<file path="config.mk">
export PLATFORM = sky130hd
export DESIGN_NAME = display_scan_ctrl
export DESIGN_NICKNAME = d
export VERILOG_FILES = /design/src/rtl/display_scan_ctrl.sv
export SDC_FILE = /design/constraint.sdc
export NUM_CORES = 1
export LEC_CHECK = 0
export BUFFER_PORTS_ARGS = -buffer_cell sky130_fd_sc_hd__buf_2
export CAP_MARGIN = 40
export CORE_MARGIN = 4
export CORE_UTILIZATION = 40
export DETAILED_ROUTE_END_ITERATION = 10
export GPL_TIMING_DRIVEN = 0
export PLACE_DENSITY_LB_ADDON = 0.2
export SYNTH_ARGS = -nofsm -noshare
export SYNTH_HDL_FRONTEND = slang
export SYNTH_SLANG_ARGS = --single-unit
</file>
<file path="constraint.sdc">
create_clock -name i_clk -period 2.7 [get_ports i_clk]
set_clock_uncertainty 0.15 [all_clocks]
set_input_delay 0.135 -clock i_clk [delete_from_list [all_inputs] [get_ports i_clk]]
set_output_delay 0.135 -clock i_clk [all_outputs]
set_load 0.05 [all_outputs]
</file>
<file path="src/rtl/display_scan_ctrl.sv">
// Time-multiplexed scan controller for a common-anode 7-segment bank.
// Latches a frame shadow, walks slots with dead time, applies blink and leading-zero blanking.
module display_scan_ctrl #(
  parameter int DIGITS       = 4,
  parameter int REFRESH_DIV  = 50000,
  parameter int BLANK_CYCLES = 500,
  parameter int BLINK_DIV    = 25000000,
  localparam int SLOT_W      = (DIGITS > 1) ? $clog2(DIGITS) : 1,
  localparam int CYC_W       = (REFRESH_DIV > 1) ? $clog2(REFRESH_DIV) : 1,
  localparam int BLK_W       = (BLINK_DIV > 1) ? $clog2(BLINK_DIV) : 1
) (
  input  logic                  i_clk,
  input  logic                  i_rst,
  input  logic                  i_en,
  input  logic [4*DIGITS-1:0]   i_digits,
  input  logic [DIGITS-1:0]     i_dp,
  input  logic [DIGITS-1:0]     i_blink_mask,
  input  logic                  i_lz_blank,
  output logic [3:0]            o_digit,
  output logic [DIGITS-1:0]     o_anode,
  output logic                  o_dp,
  output logic [SLOT_W-1:0]     o_slot,
  output logic                  o_frame_start
);

  typedef enum logic [1:0] {S_IDLE, S_BLANK, S_DRIVE} state_e;

  state_e                   state_q, state_d;
  logic [SLOT_W-1:0]        slot_q, slot_d;
  logic [CYC_W-1:0]         cyc_q, cyc_d;
  logic [BLK_W-1:0]         blink_cnt_q, blink_cnt_d;
  logic                     blink_phase_q, blink_phase_d;
  logic [DIGITS-1:0][3:0]   sh_dig_q, sh_dig_d;
  logic [DIGITS-1:0]        sh_dp_q, sh_dp_d;
  logic [DIGITS-1:0]        sh_mask_q, sh_mask_d;
  logic                     sh_lz_q, sh_lz_d;
  logic                     frame_start_q, frame_start_d;
  logic                     load;

  always_comb begin
    state_d       = state_q;
    slot_d        = slot_q;
    cyc_d         = cyc_q;
    blink_cnt_d   = blink_cnt_q + 1'b1;
    blink_phase_d = blink_phase_q;
    sh_dig_d      = sh_dig_q;
    sh_dp_d       = sh_dp_q;
    sh_mask_d     = sh_mask_q;
    sh_lz_d       = sh_lz_q;
    load          = 1'b0;

    if (blink_cnt_q == BLK_W'(BLINK_DIV - 1)) begin
      blink_cnt_d   = '0;
      blink_phase_d = ~blink_phase_q;
    end

    case (state_q)
      S_IDLE: begin
        slot_d = '0;
        cyc_d  = '0;
        if (i_en) begin
          state_d = S_BLANK;
          load    = 1'b1;
        end
      end
      S_BLANK: begin
        cyc_d = cyc_q + 1'b1;
        if (!i_en) begin
          state_d = S_IDLE;
          slot_d  = '0;
          cyc_d   = '0;
        end else if (cyc_q == CYC_W'(BLANK_CYCLES - 1)) begin
          state_d = S_DRIVE;
        end
      end
      S_DRIVE: begin
        cyc_d = cyc_q + 1'b1;
        if (!i_en) begin
          state_d = S_IDLE;
          slot_d  = '0;
          cyc_d   = '0;
        end else if (cyc_q == CYC_W'(REFRESH_DIV - 1)) begin
          state_d = S_BLANK;
          cyc_d   = '0;
          if (slot_q == SLOT_W'(DIGITS - 1)) begin
            slot_d = '0;
            load   = 1'b1;
          end else begin
            slot_d = slot_q + 1'b1;
          end
        end
      end
      default: begin
        state_d = S_IDLE;
        slot_d  = '0;
        cyc_d   = '0;
      end
    endcase

    frame_start_d = load;
    if (load) begin
      sh_dig_d  = i_digits;
      sh_dp_d   = i_dp;
      sh_mask_d = i_blink_mask;
      sh_lz_d   = i_lz_blank;
    end
  end

  always_ff @(posedge i_clk) begin
    if (i_rst) begin
      state_q       <= S_IDLE;
      slot_q        <= '0;
      cyc_q         <= '0;
      blink_cnt_q   <= '0;
      blink_phase_q <= 1'b0;
      sh_dig_q      <= '1;
      sh_dp_q       <= '0;
      sh_mask_q     <= '0;
      sh_lz_q       <= 1'b0;
      frame_start_q <= 1'b0;
    end else begin
      state_q       <= state_d;
      slot_q        <= slot_d;
      cyc_q         <= cyc_d;
      blink_cnt_q   <= blink_cnt_d;
      blink_phase_q <= blink_phase_d;
      sh_dig_q      <= sh_dig_d;
      sh_dp_q       <= sh_dp_d;
      sh_mask_q     <= sh_mask_d;
      sh_lz_q       <= sh_lz_d;
      frame_start_q <= frame_start_d;
    end
  end

  // zero_from[k]: every shadow nibble from k up to the leftmost digit is zero
  logic [DIGITS-1:0] zero_from;
  always_comb begin
    logic run;
    run       = 1'b1;
    zero_from = '0;
    for (int k = DIGITS - 1; k >= 0; k--) begin
      run          = run & (sh_dig_q[k] == 4'd0);
      zero_from[k] = run;
    end
  end

  logic hide_blink, hide_lz;
  assign hide_blink = blink_phase_q & sh_mask_q[slot_q];
  assign hide_lz    = sh_lz_q & (slot_q != '0) & zero_from[slot_q];

  always_comb begin
    o_anode = '1;
    o_digit = 4'hF;
    o_dp    = 1'b1;
    if (state_q == S_DRIVE) begin
      o_anode = ~(DIGITS'(1) << slot_q);
      if (hide_blink) begin
        o_digit = 4'hF;
        o_dp    = 1'b1;
      end else if (hide_lz) begin
        o_digit = 4'hF;
        o_dp    = ~sh_dp_q[slot_q];
      end else begin
        o_digit = sh_dig_q[slot_q];
        o_dp    = ~sh_dp_q[slot_q];
      end
    end
  end

  assign o_slot        = slot_q;
  assign o_frame_start = frame_start_q;

endmodule

</file>
* Word level (Yosys, flattened, before mapping) *
Index checks and enable logic that the tools add are counted.

word-level totals
  flip-flop bits (word level) = 72
  input bits = 28
  memories = 0
  memory bits (read-only) = 0
  bits in latches = 0
  logic and storage cells = 80
  bits in writable memories = 0

cells by class
  div/mod/pow operators = 0
  reduce and logical (&&, ||, !) cells = 9
  mux-type cells = 34
  bitwise gates (word level) = 9
  equal/unequal tests = 10
  add/subtract/negate cells = 3
  shift operators = 1
  multipliers = 0
  order comparisons = 1

operators with widths
  operator                                            count
  two-way mux 16 bit                                  3
  case mux 16 bit (2 select lines)                    1
  adder 25 x 1 -> 25 bit, second input constant       1
  == test 25 bit, second input constant               1
  two-way mux 4 bit                                   5
  two-way mux 2 bit                                   9
  adder 16 x 1 -> 16 bit, second input constant       1
  == test 16 bit, second input constant               1
  == test 16 x 9 -> 1 bit, second input constant      1
  logical NOT 4 bit                                   4
  two-way mux 1 bit                                   9
  binary-select mux 4 bit (select 2 bit)              1
  AND 1 bit                                           6
  binary-select mux 1 bit (select 2 bit)              3
  inequality test 3 bit, second input constant        2
  case mux 2 bit (3 select lines)                     1
  == test 2 bit, second input constant                2
  inequality test 2 bit, second input constant        2
  NOT 4 bit                                           1
  case mux 2 bit (2 select lines)                     1
  left shift 1 x 2 -> 4 bit, first input constant     1
  < comparator 2 x 3 -> 1 bit, second input constant  1
  AND reduction 3 bit                                 1
  adder 2 x 1 -> 2 bit, second input constant         1
  7 further kinds                                     8

* Depth between registers and ports, before layout *
Gate-level depths: netlist of the first run.

  depth in word-level cells = 10
  depth in mapped cells = 8
  gate-level depth less buffers = 7

* Worst setup path after synthesis of the first run *
OpenSTA, ideal clock, no wires.

  path type = reg2out
  from = reg slot_q[0] (netlist: o_slot[0])
  to = out o_digit[0]
  buffers on the path = 1
  arrival = 2.560 ns
  cell stages (with the launch flop) = 7
  slack = -0.145 ns
  cell sequence = dfxtp_1 clkbuf_1 inv_1 ha_1 or4_1 a21oi_1 or3_1

between the ends
  longest elaborated chain between the ends = 6
  elaborated cells between the ends (all ways) = 13
  those cells by class = mux (9); bitwise (3); reduce/logical (1)

RTL lines
  item                                                                          line  RTL
  start: declaration                                                            29    logic [SLOT_W-1:0] slot_q, slot_d;
  start signal: assignment                                                      123   slot_q <= slot_d;
  binary-select mux 1 bit (select 2 bit) or nonzero test 2 bit (tied branches)  149   assign hide_lz = sh_lz_q & (slot_q != '0) & zero_from[slot_q];
  two-way mux 1 bit (not written as such) or AND 1 bit (tied branches)          149
  AND 1 bit                                                                     149
  two-way mux 4 bit                                                             160   end else if (hide_lz) begin
  two-way mux 4 bit (*)                                                         157   if (hide_blink) begin
  two-way mux 4 bit (*)                                                         155   if (state_q == S_DRIVE) begin
  end: declaration                                                              19    output logic [3:0] o_digit,

Mark *: on every way between the ends. The rest lies on a longest branch, timed or not. The select of a mux whose other input is x is not followed.

* Worst setup path in the final report of the first run *
  from = reg sh_dig_q[12] in the netlist's numbering
  to = out o_digit[0]

between the ends
  longest elaborated chain between the ends = 10
  elaborated cells between the ends (all ways) = 12
  those cells by class = mux (7); bitwise (4); reduce/logical (1)

RTL lines
  item                                     line  RTL
  start: declaration                       33    logic [DIGITS-1:0][3:0] sh_dig_q, sh_dig_d;
  start signal: assignment                 127   sh_dig_q <= sh_dig_d;
  logical NOT 4 bit                        142   run = run & (sh_dig_q[k] == 4'd0);
  AND 1 bit (3 in a row)                   142
  binary-select mux 1 bit (select 2 bit)   149
  two-way mux 1 bit (not written as such)  149
  AND 1 bit                                149
  two-way mux 4 bit (*)                    160
  two-way mux 4 bit (*)                    157
  two-way mux 4 bit (*)                    155

Marked as above.

==> results.yml, run 1 <==
final_layout:
  area_growth_syn_to_layout_pct: 24.0
  finalNetCount: 495
  multi_input_area_mm2: 0.00192
  final_cells: 570
  drive_above_1_share_pct: 18.2
  final_common_cell: "nor2_1"
  ff_latch_area_mm2: 0.00144
  diodes: 0
  fill_cells: 840
  mostFrequentLayoutCells: "nor2_1 (81), dfxtp_1 (71), buf_2 (36), mux2i_1 (27), dlygate4sd3_1 (25)"
global_route:
  antenna_found_initial: 0
  grt_max_degree: 13
  grt_pass1_vias: 2702
  grt_usage_pct: 14.9
  overflow: 0
  grt_pass1_wl_um: 12400
cts:
  cts_tree: "yes"
  clk_pin_slew_ns: 0.08
  htree_levels: 3
  clk_latency_ns: 0.35
  clock-root-buffer: "clkbuf_8"
  cts_made_buffers: 9
  clock_path_buffers: 2
  clock-sinks: 72
  cts_setup_buffers: 0
pwr:
  internal_power_mw: 1.91
  power_switching_mw: 0.610
  p_leak_nw: 1.63
  power_density_mw_per_mm2: 574
  combPwrFrac_pct: 13.4
  p_sw_share_pct: 24.2
  clkPwrFrac_pct: 40.6
  ir_drop_uv: 270
  seqPwrFrac_pct: 46.0
floorplanning:
  dieArea_mm2: 0.0104
  start_util_pct: 40.8
  row_count: 34
  core-area_mm2: 0.00868
  die_width_um: 102
  io_pins: 40
  die_h_um: 102
logic_synthesis:
  syn_area_mm2: 0.00354
  async_reset_ff_share_pct: 0
  syn_area_per_cell_um2: 9.29
  synth_flop_cell: "dfxtp_1"
  ys_warn_count: 0
  syn_inst: 381
  yosysUniqueCellTypes: 42
  netlist.area_leader.share_pct: 40.7
  synth_edf_count: 0
  synth_seq_area_share_pct: 40.7
  synth_nets: 419
  ys_top_cells_by_area: "dfxtp_1 (41%), nor2_1 (8.6%), mux2i_1 (7.6%)"
  yosys.area.top_type: "dfxtp_1"
  ys_ff_latch: 72
detailed_routing:
  ant_nets: 0
  drcViolationCount: 0
  wl_per_cell_um: 12.8
  viasPerCell: 4.88
  vias: 2783
  first_pass_iters: 4
  drtIter0Drc: 66
  totalWireLength_um: 7280
setup_path:
  arrival_ns: 2.28
  r2r_end: "sh_dp_q[3]"
  path_class: "register to primary output"
  rr_worst_depth: 7
  critPathRequiredTime_ns: 2.41
  end_kind: "primary output"
  cp_max_fo: 4
  cp-start-kind: "register"
  worstReg2RegStart: "cyc_q[10]"
  r2r_setup_slack_ns: 0.29
min_path:
  worst_hold_path.num_cells: 4
  min_from: "i_en"
  hold_class: "primary input to register"
  worstHoldEndpoint: "o_slot[1]"
status:
  outcome: "completed"
sta:
  fmax_mhz: 389
  post-route-period-util_pct: 95.1
  max_slew.worst_pin.slew_ns: 0.847
  finalSetupTns_ns: 0
  setup_viol: 0
  hold_viol: 0
  fin_hold_ws_ns: 0.0648
  min_period_ns: 2.57
  slew_headroom_pct: 43.0
  fin_ws_ns: 0.132
  maxSlewViolCount: 0
placement:
  numPortBuffers: 39
  gp_congestion: 0.760
  dpl.hpwl_um: 5230
  pre_cts_slack_ns: 0.0828
  dp.cells: 529
job:
  maxCapViolations: 0
[worst max path at each step]
stage,cells after the start,startpoint,end
global placement,7,o_slot[1],o_digit[1]
global route,7,o_slot[0],o_digit[3]
finish,5,sh_dig_q[12],o_digit[0]
floorplan,6,o_slot[0],o_digit[0]
CTS,7,o_slot[0],o_digit[0]
detailed placement,7,o_slot[1],o_digit[0]
[per-layer routing]
metal | global-route usage (%) | wire length, um | vias to the layer above
met5 | 0 | 0 | -
met4 | 5.15 | 96 | 0
met3 | 4.10 | 266 | 7
met2 | 23.2 | 3310 | 38
met1 | 20.1 | 3610 | 1293
li1 | - | - | 1445
[critical path: stages, from the launching register on]
cell	delay (ns)
dfxtp_1	0.33
or4b_2	0.66
or4_1	0.43
a21oi_2	0.17
or3_1	0.15
buf_4	0.19
[cell usage after synthesis (all sizes together), types with 4 or more instances]
master / count
xor2: 21
buf: 7
xnor2: 17
nor3: 5
inv: 11
nand4: 8
nand2b: 19
mux4: 6
nor4: 9
or4: 5
dfxtp: 72
mux2i: 27
or3: 5
a21oi: 5
nand2: 20
and3: 6
ha: 10
nand3: 20
nand4b: 4
nor2: 81
clkbuf: 8
[flip-flops by register name (all words and copies together), names as in the netlist]
| name | flops |
|---|---|
| blink_cnt_q | 25 |
| cyc_q | 16 |
| sh_dig_q | 16 |
| sh_dp_q | 4 |
| sh_mask_q | 4 |
| o_slot | 2 |
| state_q | 2 |
| blink_phase_q | 1 |
| o_frame_start | 1 |
| sh_lz_q | 1 |
[area by class of cell]
| cell class | count | area share (%) |
|---|---|---|
| multi-input cells | 282 | 43.6 |
| clock buffers | 10 | 2.91 |
| clock inverters | 6 | 2.45 |
| plain buffers | 16 | 3.62 |
| flip-flops and latches | 72 | 32.9 |
| inverters | 11 | 0.941 |
| repair buffers | 65 | 10.5 |
| well taps | 108 | 3.08 |
[power groups by stage]
stage | logic, mW | registers (mW) | clock network, mW
after CTS | 0.341 | 1.16 | 1.05
final | 0.338 | 1.16 | 1.02
after floorplan | 0.238 | 1.18 | 0
after global placement | 0.306 | 1.18 | 0
after detailed placement | 0.311 | 1.18 | 0
after global routing | 0.371 | 1.17 | 1.09
[logic make-up after synthesis]
logic type | count (synthesis) | share of synthesized area (%)
DFF | 72 | 40.7
buffers and inverters | 27 | 5.23
and+or+nand+nor | 191 | 27.5
adders and majority gates | 10 | 3.54
xor gates and xnor gates | 38 | 9.41
AOI/OAI and AO/OA | 10 | 2.12
muxes | 33 | 11.5
[stage by stage]
| step | power (mW) | util [%] | area, um^2 |
|---|---|---|---|
| final | 2.52 | 50.6 | 4390 |
| after global routing | 2.63 | 50.6 | 4390 |
| after CTS | 2.55 | 50.5 | 4380 |
| after detailed placement | 1.49 | 44.7 | 3870 |
| after global placement | 1.49 | 44.6 | 3870 |
| after floorplan | 1.42 | - | 3540 |
[what timing repair did]
| item | 4_1_cts | 5_1_grt |
|---|---|---|
| resized for setup | 8 | 4 |
| setup endpoints to repair | 4 | 4 |
| hold buffers | 25 | 0 |
| endpoints found under the hold margin | 25 | 0 |
Power figures use the tool's default switching activity.
==> run 2: changes to the inputs <==
--- a/config.mk
+++ b/config.mk
@@ -9,6 +9,7 @@
 export CAP_MARGIN = 40
 export CORE_MARGIN = 4
 export CORE_UTILIZATION = 40
+export CTS_CLUSTER_DIAMETER = 100
 export DETAILED_ROUTE_END_ITERATION = 10
 export GPL_TIMING_DRIVEN = 0
 export PLACE_DENSITY_LB_ADDON = 0.2
==> constraint.sdc (replaced) <==
create_clock -name i_clk -period 3.1 [get_ports i_clk]
set_clock_uncertainty 0.15 [all_clocks]
set_input_delay 0.155 -clock i_clk [delete_from_list [all_inputs] [get_ports i_clk]]
set_output_delay 0.155 -clock i_clk [all_outputs]
set_load 0.05 [all_outputs]
==> run 2 against run 1 <==
Wire length is 0.45% lower. Count of clock-buffer cells in the layout up 1. Sequential power decreased by 13%. Sequential share of layout area rose by 0.38 points. Core utilization is 0.62 points lower. Combinational power is 13% lower. Sequential cell count stayed put. Setup slack improved by 0.17 ns. Die area did not move. Via count down 0.25%. Register-to-register slack better by 0.39 ns. Cell area fell by 1.2%.
==> results.yml, run 2 (synthesized netlist as in run 1, its figures left out) <==
status:
  outcome: "completed"
detailed_routing:
  first_pass_iters: 4
  drtIter0Drc: 90
  viasPerCell: 4.87
  ant_nets: 0
  totalWireLength_um: 7250
  wl_per_cell_um: 12.7
  drcViolationCount: 0
  vias: 2776
setup_path:
  end_kind: "primary output"
  startpoint: "o_slot[1]"
  worstReg2RegStart: "cyc_q[10]"
  path_class: "register to primary output"
  cp-start-kind: "register"
  arrival_ns: 2.49
  cp_max_fo: 10
  critPathRequiredTime_ns: 2.79
sta:
  fmax_mhz: 358
  max_slew.worst_pin.slew_ns: 0.792
  hold_viol: 0
  post-route-period-util_pct: 90.2
  finalSetupTns_ns: 0
  grt_setup_unrepaired: "no"
  slew_headroom_pct: 46.7
  fin_ws_ns: 0.303
  maxSlewViolCount: 0
  setup_viol: 0
  min_period_ns: 2.80
  fin_hold_ws_ns: 0.0774
cts:
  clock_path_buffers: 2
  htree_levels: 3
  cts_tree: "yes"
  clk_pin_slew_ns: 0.08
  cts_made_buffers: 9
  clk_latency_ns: 0.34
  cts_setup_buffers: 0
  clock-root-buffer: "clkbuf_8"
  clock-sinks: 72
floorplanning:
  die_h_um: 102
  start_util_pct: 40.8
  dieArea_mm2: 0.0104
  core-area_mm2: 0.00868
  io_pins: 40
  row_count: 34
  die_width_um: 102
global_route:
  grt_use_met3_pct: 4.51
  grt.met1_usage_pct: 21.0
  antenna_found_initial: 0
  grt_usage_pct: 15.0
  grt_max_degree: 13
  busiest_layer: "met2"
  grtUsageMet2_pct: 22.5
  grt_pass1_vias: 2694
  grt_pass1_wl_um: 12500
  overflow: 0
pwr:
  p_total_mw: 2.07
  combPwrFrac_pct: 14.2
  internal_power_mw: 1.54
  seqPwrFrac_pct: 48.9
  p_sw_share_pct: 25.4
  p_leak_nw: 1.61
  ir_drop_uv: 288
  power_density_mw_per_mm2: 477
  clkPwrFrac_pct: 36.9
  power_switching_mw: 0.525
final_layout:
  final_common_cell: "nor2_1"
  drive_above_1_share_pct: 18.0
  mostFrequentLayoutCells: "nor2_1 (81), dfxtp_1 (72), buf_2 (40), mux2i_1 (27), dlygate4sd3_1 (25)"
  area_growth_syn_to_layout_pct: 22.5
  reg.largest.list: "blink_cnt_q: 25 flops, cyc_q: 16 flops, sh_dig_q: 16 flops"
  diodes: 0
  finalNetCount: 495
  final_cells: 570
  largest_reg_flops: 25
  regMostFlops: "blink_cnt_q"
placement:
  dpl.hpwl_um: 5220
  gp_congestion: 0.799
  pre_cts_slack_ns: 0.256
  dp.cells: 529
  numPortBuffers: 39
min_path:
  min_from: "i_en"
  hold_class: "primary input to register"
job:
  maxCapViolations: 0
==> run 2: cell count changes in the layout (fill, tap and decap cells not counted), moves of 2 or more <==
cell | before | now
buf_2 | 36 | 40
buf_4 | 9 | 4
bufinv_16 | 3 | 1
clkbuf_8 | 9 | 11
==> run 2: path summary, 6_finish.rpt <==
| path | endpoint | slack (ns) | cells after the start |
|---|---|---|---|
| min | o_slot[1] | 0.08 | 4 |
| max | o_digit[3] | 0.30 | 7 |
| max reg2reg | sh_dig_q[12] | 0.68 | 7 |
| min reg2reg | blink_cnt_q[0] | 0.31 | 1 |
==> run 2: final cells by class <==
type | count | area [um^2]
flip-flops and latches | 72 | 1440
clock inverters | 5 | 55.1
multi-input cells | 282 | 1910
clock buffers | 11 | 151
inverters | 11 | 41.3
repair buffers | 65 | 450
plain buffers | 16 | 149
well taps | 108 | 135
fillers | 838 | 4340
==> run 2: through the flow <==
stage | cell area, um^2 | utilization [%]
global route | 4340 | 50.0
floorplan | 3540 | -
global placement | 3870 | 44.6
detailed placement | 3870 | 44.6
finish | 4340 | 50.0
CTS | 4330 | 49.9
==> run 2: power groups by stage <==
stage	registers [mW]	clock network [mW]	logic (mW)
floorplan	1.02	0	0.208
global placement	1.03	0	0.266
detailed placement	1.03	0	0.271
CTS	1.01	0.794	0.296
global route	1.02	0.841	0.324
finish	1.01	0.763	0.294
==> run 2: timing repair <==
item,4_1_cts,5_1_grt
hold buffers,25,0
resized for setup,1,4
endpoints found under the hold margin,25,0
setup endpoints to repair,4,4
==> run 2: critical path: stages, from the launching register on <==
cell and delay (ns):
dfxtp_1 0.39, clkbuf_2 0.29, inv_1 0.11, ha_1 0.22
or4_1 0.49, a21oi_1 0.23, or3_1 0.17, buf_2 0.26
==> run 2: per-layer routing <==
| layer | vias to the layer above | routed length (um) | part of all wire [%] |
|---|---|---|---|
| met2 | 31 | 3230 | 45 |
| met3 | 7 | 268 | 3.7 |
| met4 | 0 | 77 | 1.1 |
| met5 | - | 0 | 0 |
| met1 | 1293 | 3670 | 51 |
| li1 | 1445 | - | - |
